`config.mk`:
```
export PLATFORM = sky130hd
export DESIGN_NAME = aes_cipher_iter
export DESIGN_NICKNAME = d
export VERILOG_FILES = /design/src/rtl/aes_pkg.sv /design/src/rtl/aes_round.sv /design/src/rtl/aes_cipher_iter.sv
export SDC_FILE = /design/constraint.sdc
export NUM_CORES = 2
export LEC_CHECK = 0
export CAP_MARGIN = 25
export CORE_AREA = 2 2 658 660
export CTS_BUF_LIST = sky130_fd_sc_hd__clkbuf_16
export DETAILED_ROUTE_END_ITERATION = 12
export DIE_AREA = 0 0 660 662
export GPL_TIMING_DRIVEN = 0
export MAX_ROUTING_LAYER = met4
export PLACE_DENSITY = 0.34
export SLEW_MARGIN = 40
export SYNTH_ARGS = -nofsm -noshare
export SYNTH_HDL_FRONTEND = slang
export SYNTH_HIERARCHICAL = 1
export SYNTH_SLANG_ARGS = --single-unit
```
`constraint.sdc`:
```
create_clock -name clk -period 10.5 [get_ports clk]
set_input_delay 2.1 -clock clk [delete_from_list [all_inputs] [get_ports clk]]
set_output_delay 2.1 -clock clk [all_outputs]
set_load 0.02 [all_outputs]
```
`src/rtl/aes_pkg.sv`:
```
// aes_pkg: AES state type, S-box and round primitives shared by the ciphers.
// Byte k of a block (FIPS order) sits at state[3-k/4][3-k%4].
package aes_pkg;

    typedef logic [3:0][3:0][7:0] state_t;

    typedef enum logic [1:0] {
        IDLE,
        ROUND,
        DONE
    } fsm_e;

    localparam logic [0:255][7:0] SBOX = {
        128'h637c777bf26b6fc53001672bfed7ab76,
        128'hca82c97dfa5947f0add4a2af9ca472c0,
        128'hb7fd9326363ff7cc34a5e5f171d83115,
        128'h04c723c31896059a071280e2eb27b275,
        128'h09832c1a1b6e5aa0523bd6b329e32f84,
        128'h53d100ed20fcb15b6acbbe394a4c58cf,
        128'hd0efaafb434d338545f9027f503c9fa8,
        128'h51a3408f929d38f5bcb6da2110fff3d2,
        128'hcd0c13ec5f974417c4a77e3d645d1973,
        128'h60814fdc222a908846eeb814de5e0bdb,
        128'he0323a0a4906245cc2d3ac629195e479,
        128'he7c8376d8dd54ea96c56f4ea657aae08,
        128'hba78252e1ca6b4c6e8dd741f4bbd8b8a,
        128'h703eb5664803f60e613557b986c11d9e,
        128'he1f8981169d98e949b1e87e9ce5528df,
        128'h8ca1890dbfe6426841992d0fb054bb16
    };

    function automatic logic [7:0] xtime(logic [7:0] b);
        return {b[6:0], 1'b0} ^ (b[7] ? 8'h1b : 8'h00);
    endfunction

    function automatic state_t sub_bytes(state_t s);
        state_t o;
        for (int c = 0; c < 4; c++)
            for (int r = 0; r < 4; r++)
                o[c][r] = SBOX[s[c][r]];
        return o;
    endfunction

    // Row r rotates left by r columns.
    function automatic state_t shift_rows(state_t s);
        state_t o;
        for (int c = 0; c < 4; c++)
            for (int r = 0; r < 4; r++)
                o[3-c][3-r] = s[3-((c+r)%4)][3-r];
        return o;
    endfunction

    function automatic state_t mix_columns(state_t s);
        state_t o;
        logic [7:0] a0, a1, a2, a3;
        for (int c = 0; c < 4; c++) begin
            a0 = s[c][3];
            a1 = s[c][2];
            a2 = s[c][1];
            a3 = s[c][0];
            o[c][3] = xtime(a0) ^ xtime(a1) ^ a1 ^ a2 ^ a3;
            o[c][2] = a0 ^ xtime(a1) ^ xtime(a2) ^ a2 ^ a3;
            o[c][1] = a0 ^ a1 ^ xtime(a2) ^ xtime(a3) ^ a3;
            o[c][0] = xtime(a0) ^ a0 ^ a1 ^ a2 ^ xtime(a3);
        end
        return o;
    endfunction

    function automatic state_t add_round_key(state_t s, state_t k);
        return s ^ k;
    endfunction

endpackage

```
`src/rtl/aes_round.sv`:
```
// aes_round: one combinational AES encrypt round; final_round_i skips
// MixColumns.
module aes_round
    import aes_pkg::*;
(
    input  logic [127:0] state_i,
    input  logic [127:0] rkey_i,
    input  logic         final_round_i,
    output logic [127:0] state_o
);

    state_t sr;
    state_t mc;

    always_comb begin
        sr = shift_rows(sub_bytes(state_t'(state_i)));
        mc = final_round_i ? sr : mix_columns(sr);
        state_o = add_round_key(mc, state_t'(rkey_i));
    end

endmodule

```
`src/rtl/aes_cipher_iter.sv`:
```
// aes_cipher_iter: iterative AES encryptor, one round per clock through a
// single shared round datapath, valid/ready on both sides.
module aes_cipher_iter
    import aes_pkg::*;
#(
    parameter int Nk = 4,
    parameter int Nr = Nk + 6
) (
    input  logic                  clk,
    input  logic                  reset_b,
    input  logic                  in_valid,
    output logic                  in_ready,
    input  logic [127:0]          pt,
    input  logic [128*(Nr+1)-1:0] rkey,
    output logic                  out_valid,
    input  logic                  out_ready,
    output logic [127:0]          ct
);

    localparam int CW = $clog2(Nr + 1);
    localparam logic [CW-1:0] FIRST = CW'(1);
    localparam logic [CW-1:0] LAST = CW'(Nr);

    fsm_e          fsm_q;
    logic [CW-1:0] cnt_q;
    logic [127:0]  st_q;
    logic [127:0]  st_d;
    logic [127:0]  ark_d;
    logic          out_valid_q;
    logic          accept;
    logic [127:0]  rks [Nr+1];

    // Word 0 of each round key lands in the block's first column.
    for (genvar r = 0; r <= Nr; r++) begin : g_rk
        for (genvar i = 0; i < 4; i++) begin : g_w
            assign rks[r][127-32*i -: 32] = rkey[32*(4*r+i) +: 32];
        end
    end

    assign in_ready = (fsm_q == IDLE) || ((fsm_q == DONE) && out_ready);
    assign accept = in_valid && in_ready;
    assign ark_d = add_round_key(state_t'(pt), state_t'(rks[0]));

    aes_round u_round (
        .state_i       (st_q),
        .rkey_i        (rks[cnt_q]),
        .final_round_i (cnt_q == LAST),
        .state_o       (st_d)
    );

    always_ff @(posedge clk or negedge reset_b) begin
        if (!reset_b) begin
            fsm_q       <= IDLE;
            cnt_q       <= '0;
            st_q        <= '0;
            out_valid_q <= 1'b0;
        end else begin
            unique case (fsm_q)
                IDLE: ;
                ROUND: begin
                    st_q <= st_d;
                    if (cnt_q == LAST) begin
                        fsm_q       <= DONE;
                        out_valid_q <= 1'b1;
                    end else begin
                        cnt_q <= cnt_q + 1'b1;
                    end
                end
                DONE: begin
                    if (out_ready) begin
                        fsm_q       <= IDLE;
                        out_valid_q <= 1'b0;
                    end
                end
                default: fsm_q <= IDLE;
            endcase
            // Acceptance overrides, so DONE can hand off straight to ROUND.
            if (accept) begin
                st_q  <= ark_d;
                cnt_q <= FIRST;
                fsm_q <= ROUND;
            end
        end
    end

    assign out_valid = out_valid_q;
    assign ct = st_q;

endmodule

```
# Word-level counts from Yosys, hierarchy flattened
# Memory sizes are Yosys's and may differ from the RTL's.
# Index checks and enable logic that the tools add are counted.
op_classes:
  reduce_logical: 9
  magnitude_cmp: 17
  muxes: 64
  n_eq_ne: 9
  bitwise: 99
  add_sub_neg: 1
ops:
  columns: ["operator", "count"]
  rows:
  - ["2-to-1 mux 128 bit", 5]
  - ["XOR 8 bit", 80]
  - ["binary-select mux 128 bit (select 4 bit)", 1]
  - ["2-to-1 mux 8 bit", 32]
  - ["XOR 128 bit", 2]
  - [">= comparator 9 bit, second input constant", 16]
  - ["inverter 8 -> 9 bit", 16]
  - ["2-to-1 mux 5 bit", 16]
  - ["2-to-1 mux 4 bit", 3]
  - ["2-to-1 mux 2 bit", 3]
  - ["!= test 2 bit, second input constant", 3]
  - ["one-hot mux 2 bit (3 select lines)", 1]
  - ["AND reduction 3 bit", 2]
  - [">= comparator 5 bit, second input constant", 1]
  - ["inverter 4 -> 5 bit", 1]
  - ["adder 4 x 1 -> 4 bit, second input constant", 1]
  - ["equality test 4 bit, second input constant", 1]
  - ["nonzero test 2 bit", 2]
  - ["!= test 3 x 2 -> 1 bit, second input constant", 1]
  - ["!= test 3 bit, second input constant", 1]
  - ["equality test 2 x 1 -> 1 bit, second input constant", 1]
  - ["equality test 2 bit, second input constant", 1]
  - ["logical AND 1 bit", 2]
  - ["zero test 2 bit", 1]
  - ["5 further kinds", 6]
word_totals:
  out_inout_bits: 130
  register_bits: 135
  memories: 16
  romBits: 32768
  word_cells: 219
mem_list:
  columns: ["memory", "depth", "word_bits", "rd", "rd_clocked_by_memory_dff", "write_ports", "line", "rtl"]
  rows:
  - ["(name not given)", 256, 8, 1, 0, 0, "aes_pkg.sv:40", "o[c][r] = SBOX[s[c][r]];"]
  - ["(name not given)", 256, 8, 1, 0, 0, "aes_pkg.sv:40", null]
  - ["(name not given)", 256, 8, 1, 0, 0, "aes_pkg.sv:40", null]
  - ["(name not given)", 256, 8, 1, 0, 0, "aes_pkg.sv:40", null]
  - ["(name not given)", 256, 8, 1, 0, 0, "aes_pkg.sv:40", null]
  - ["(name not given)", 256, 8, 1, 0, 0, "aes_pkg.sv:40", null]
  - ["+10 memories", null, null, null, null, null, null, null]

# Depth between registers and ports, before layout
logic_depth:
  word_depth: 14
  mapped_depth: 19

# Cells and area by module
# Netlist, hierarchy kept.
by_module_without_submodules:
  columns: ["mod", "area_each_um2", "n_inst", "cells_each", "seq_area_each_um2"]
  rows:
  - ["aes_round", 63344.5, 1, 9414, 0.0]
  - ["aes_cipher_iter", 18913.1, 1, 1779, 3378.2]

# Least setup slack after synthesis
# Ideal clock, no wire load.
synth_timing:
  path_type: "register to register"
  startpoint: "register st_q[80] (netlist: ct[80])"
  endpoint: "register st_q[113] (netlist: ct[113])"
  setup_time_ps: 79
  slack_ps: 5808
  path_stages_with_launch: 20
  path_buffers: 5
  t_arrival_ps: 4613
  period_less_slack_ps: 4692
  cell_sequence: "dfrtp_1 clkbuf_1 clkbuf_1 clkbuf_1 inv_1 ha_1 clkbuf_1 nand2_1 a31o_2 o211ai_1 o2bb2ai_1 or4b_2 clkbuf_1 xnor2_1 xnor3_2 xnor3_1 mux2i_1 xor2_1 mux2i_1 mux2i_1"
synth_via:
  elab_chain_cells: 14
synth_rtl:
  columns: ["element", "line", "rtl"]
  rows:
  - ["start, declared", "aes_cipher_iter.sv:26", "logic [127:0] st_q;"]
  - ["start signal, assigned", "aes_cipher_iter.sv:61", "st_q <= st_d;"]
  - ["start signal, assigned", "aes_cipher_iter.sv:79", "st_q <= ark_d;"]
  - ["inverter 8 -> 9 bit (not written as such) *", "aes_pkg.sv:40", null]
  - ["memory (256 x 8 bit) *", null, null]
  - ["2-to-1 mux 8 bit (not written as such) * (2 in a row)", "aes_pkg.sv:40", null]
  - ["2-to-1 mux 5 bit", "aes_pkg.sv:33", "return {b[6:0], 1'b0} ^ (b[7] ? 8'h1b : 8'h00);"]
  - ["XOR 8 bit", "aes_pkg.sv:33", null]
  - ["XOR 8 bit (4 in a row)", "aes_pkg.sv:62", "o[c][2] = a0 ^ xtime(a1) ^ xtime(a2) ^ a2 ^ a3;"]
  - ["2-to-1 mux 128 bit *", "aes_round.sv:17", "mc = final_round_i ? sr : mix_columns(sr);"]
  - ["XOR 128 bit *", "aes_pkg.sv:70", "return s ^ k;"]
  - ["net st_d[113]", "aes_cipher_iter.sv:27", "logic [127:0] st_d;"]
  - ["2-to-1 mux 128 bit *", "aes_cipher_iter.sv:58", "unique case (fsm_q)"]
  - ["2-to-1 mux 128 bit *", "aes_cipher_iter.sv:78", "if (accept) begin"]
# The timed path passes the listed nets; every way through them passes the cells marked *. The select of a mux whose other input is x is not followed.
# A chain may end at the register's enable or synchronous reset.

# Worst setup path after layout
layout_timing:
  startpoint: "register st_q[81] (netlist: ct[81])"
  endpoint: "register st_q[115] (netlist: ct[115])"
# Same word-level chain as after synthesis.

==> flow_summary.ini <==
[outcome]
run_status = finished, final reports clean

[setup_path]
cp-end-kind = flip-flop
cp_max_fo = 15
timing.reg2reg.worst_path_depth = 18
regToRegSetupSlack_ns = 2.71
cp-start-kind = flip-flop
worstPathArrival_ns = 8.31
criticalPathCategory = flip-flop to flip-flop
launching_point_of_the_worst_reg2reg_path = ct[81]$_DFFE_PN0P_
required_worst_endpoint_ns = 11.02
crit-reg2reg-capture = ct[115]$_DFFE_PN0P_

[timing]
timing.final.crit_share_pct = 74.2
worst-slew-pin-transition_ns = 1.01
setup_viol = 0
clock_skew_ns = 0.0524
layout_setup_ws_ns = 2.71
finalHoldViolCount = 0
final.min_clock_period_ns = 7.79
rsz0062_at_grt = no
max_freq_mhz = 128
worst_slew_margin_rel_pct = 31.7
final_max_slew_viol_count = 0

[synth]
gate_count_post_synth = 11200
synth-edff-count = 0
ffs_latches_synth = 135
synth-xor-area-share_pct = 8.72
synth.avg_cell_area_um2 = 7.35
synthesized_area_fraction_occupied_by_ao_oa_aoi_and_oai_cells_pct = 34.3
post_synth_mux_area_share_pct = 18.5
yosys_warnings = 6
main_combinational_cell_family_by_area_after_synthesis = compound AO/OA/AOI/OAI gates
synth_cell_type_count = 136
synth_sequential_area_ratio_pct = 4.11
synthArstFlopShare_pct = 100
ys.flop_type = dfrtp_1
synth_fa_ha_area_share_pct = 3.47
synth_simple_gate_area_share_pct = 21.9
synthesis.nets = 13000
syn_area_um2 = 82300

[routing]
drt-vias-per-instance = 6.29
drt_iter0_drc = 17200
totalWireLength_um = 1010000
count_of_antenna_violating_nets_left_after_detailed_routing = 0
detail_route.first_pass.iterations = 6
wire_per_inst_um = 52.9
drcViolationCount = 0
route.vias.total = 120000

[cts]
clock_insertion_delay_worst_skew_ns = 0.67
cts_inserted_buffers = 21
cts.sink_count = 135
tritoncts_clock_tree = built
clk_pin_slew_worst_paths_ns = 0.09
post_cts.repair.setup_buffers = 0
root_buffer = clkbuf_16
post_cts_resized = 0
cts_htree_levels = 4
ctsLongestPathBuffers = 3
number_of_hold_buffers_added_after_cts = 0

[floorplanning]
floorplan.initialDensity_pct = 19.1
die_h_um = 662
row_count = 241
floorplan.io_pins = 1670
coreArea_um2 = 430000
floorplan_die_area_um2 = 437000
die-width_um = 660

[global_routing]
initial_antenna_violation_count = 266
grt_overflow = 0
grt_start_max_net_pins = 49
global_route.usage.total_pct = 45.3
grt_pass1_vias = 115000
wire_length_of_the_first_global_routing_pass_um = 1280000

[flow_run]
number_of_max_cap_violations = 0

[place]
place_worst_setup_slack_ns = 3.04
place.gp.congestion = 1.06
place_hpwl_um = 827000
port-buffer-count = 1669
detailed_place.area_um2 = 109000

[min_path]
min_path_type = flip-flop to flip-flop
min_path_cells = 2
timing.hold.worst_endpoint = out_valid$_DFFE_PN0P_
hold_path_startpoint = out_valid$_DFFE_PN0P_

[final_layout]
mostFrequentLayoutCell = clkdlybuf4s50_1
design_area_um2 = 111000
seqCellArea_um2 = 3410
fillerInstances = 48500
area_taken_by_multi_input_logic_gates_um2 = 72800
syn_to_final_growth_pct = 34.7
layout.cells.most_common_list = 1653 x clkdlybuf4s50_1, 743 x nand2_1, 741 x o21ai_0
drive_above_1_share_pct = 17.0
final_nets = 14700
## metal layers
layer / vias up / track usage, % / part of all wire, %
li1: 47100 / - / -
met1: 62100 / 52.0 / 38
met2: 8782 / 65.5 / 42
met3: 2258 / 11.1 / 9.1
met4: 0 / 39.9 / 11
met5: - / - / 0
## cell type report
type / instances / share of cell area [%]
multi-input cells: 9528 / 65.7
inverters: 171 / 0.579
clock buffers: 21 / 0.474
clock inverters: 12 / 0.103
repair buffers: 1756 / 16.3
plain buffers: 1359 / 6.43
diodes: 412 / 0.931
flip-flops and latches: 135 / 3.08
well taps: 5710 / 6.45
## registers in the layout (all words and copies together), names as in the netlist
register,cells
cnt_q,4
ct,128
fsm_q,2
out_valid,1
## cell families (layout without fill, tap and decap cells)
family,after synthesis,after routing
AO/OA/AOI/OAI,3999,3999
XOR/XNOR,649,649
flip-flops,135,135
buffers and inverters,1530,3319
other,0,412
adder cells (fa/ha/maj),228,228
multiplexers,1123,1123
AND/OR/NAND/NOR,3529,3529
## critical path, stage by stage, from the launching register on
cell	delay (ns)
dfrtp_2	0.79
clkbuf_1	0.46
clkbuf_1	0.68
inv_1	0.63
ha_1	0.50
clkbuf_1	0.47
clkbuf_1	0.49
nor2_1	0.14
o311ai_0	0.81
o211ai_1	0.27
o2111ai_1	0.19
nand4_1	0.44
xnor2_1	0.28
xnor2_1	0.28
xnor2_1	0.13
o21ai_1	0.68
xor2_1	0.13
mux2i_1	0.17
mux2i_1	0.09
## through the flow
stage | hold slack [ns] | TNS [ns] | utilization [%] | std cells
detailed placement | 0.572 | 0 | 25.4 | 18700
global placement | 0.552 | -251.76 | 24.7 | 18600
floorplan | 0.560 | 0 | - | 11200
finish | 0.599 | 0 | 25.8 | 19100
CTS | 0.595 | 0 | 25.5 | 18700
global route | 0.613 | 0 | 25.8 | 19100
## worst max-delay path by stage
| stage | from | to | slack (ns) | depth (start not counted) |
|---|---|---|---|---|
| floorplan | ct[80]$_DFFE_PN0P_ | ct[113]$_DFFE_PN0P_ | 5.81 | 19 |
| global placement | reset_b | ct[68]$_DFFE_PN0P_ | -1.99 | 1 |
| detailed placement | ct[73]$_DFFE_PN0P_ | ct[17]$_DFFE_PN0P_ | 3.04 | 17 |
| CTS | ct[81]$_DFFE_PN0P_ | ct[113]$_DFFE_PN0P_ | 3.05 | 18 |
| global route | ct[80]$_DFFE_PN0P_ | ct[115]$_DFFE_PN0P_ | 2.72 | 19 |
| finish | ct[81]$_DFFE_PN0P_ | ct[115]$_DFFE_PN0P_ | 2.71 | 18 |
## cell usage after synthesis (49+ instances only)
cell       number  area, um^2
nor2_1        755        2830
a2111oi_0      61         534
xnor2_1       360        3150
xor2_1        174        1520
buf_2         477        2390
nor3_1        326        1630
mux4_2        272        6130
dfrtp_1       135        3380
or3_1          66         413
o21ai_0       756        3780
mux2i_1       425        4250
o31ai_1       111         833
a211oi_1      212        1590
nor4_1         49         307
ha_1          228        2850
a221oi_1       72         631
mux2_2        423        4760
a21oi_1       661        3310
buf_6          61         687
a311oi_1      161        1410
buf_1          63         236
nor3b_1        69         518
and3_1         61         382
inv_1         132         495
nor2b_1       336        2100
a22oi_1       172        1290
nand3_1       308        1540
or2_2          85         532
buf_4         157        1180
o2111ai_1      54         473
o211ai_1      187        1400
a21o_1         68         510
xnor3_1        76        1710
a211o_1        60         526
nand2b_1      380        2380
nand4_1        51         319
clkbuf_1      590        2210
a31oi_1       222        1390
o311ai_0      185        1620
o32ai_1       169        1480
and2_1        125         782
nand2_1       743        2790
o22ai_1       193        1210
o221ai_1       79         692
Power is not shown: default switching activity piles up to over one toggle a cycle in this logic, so the estimate is an artifact.
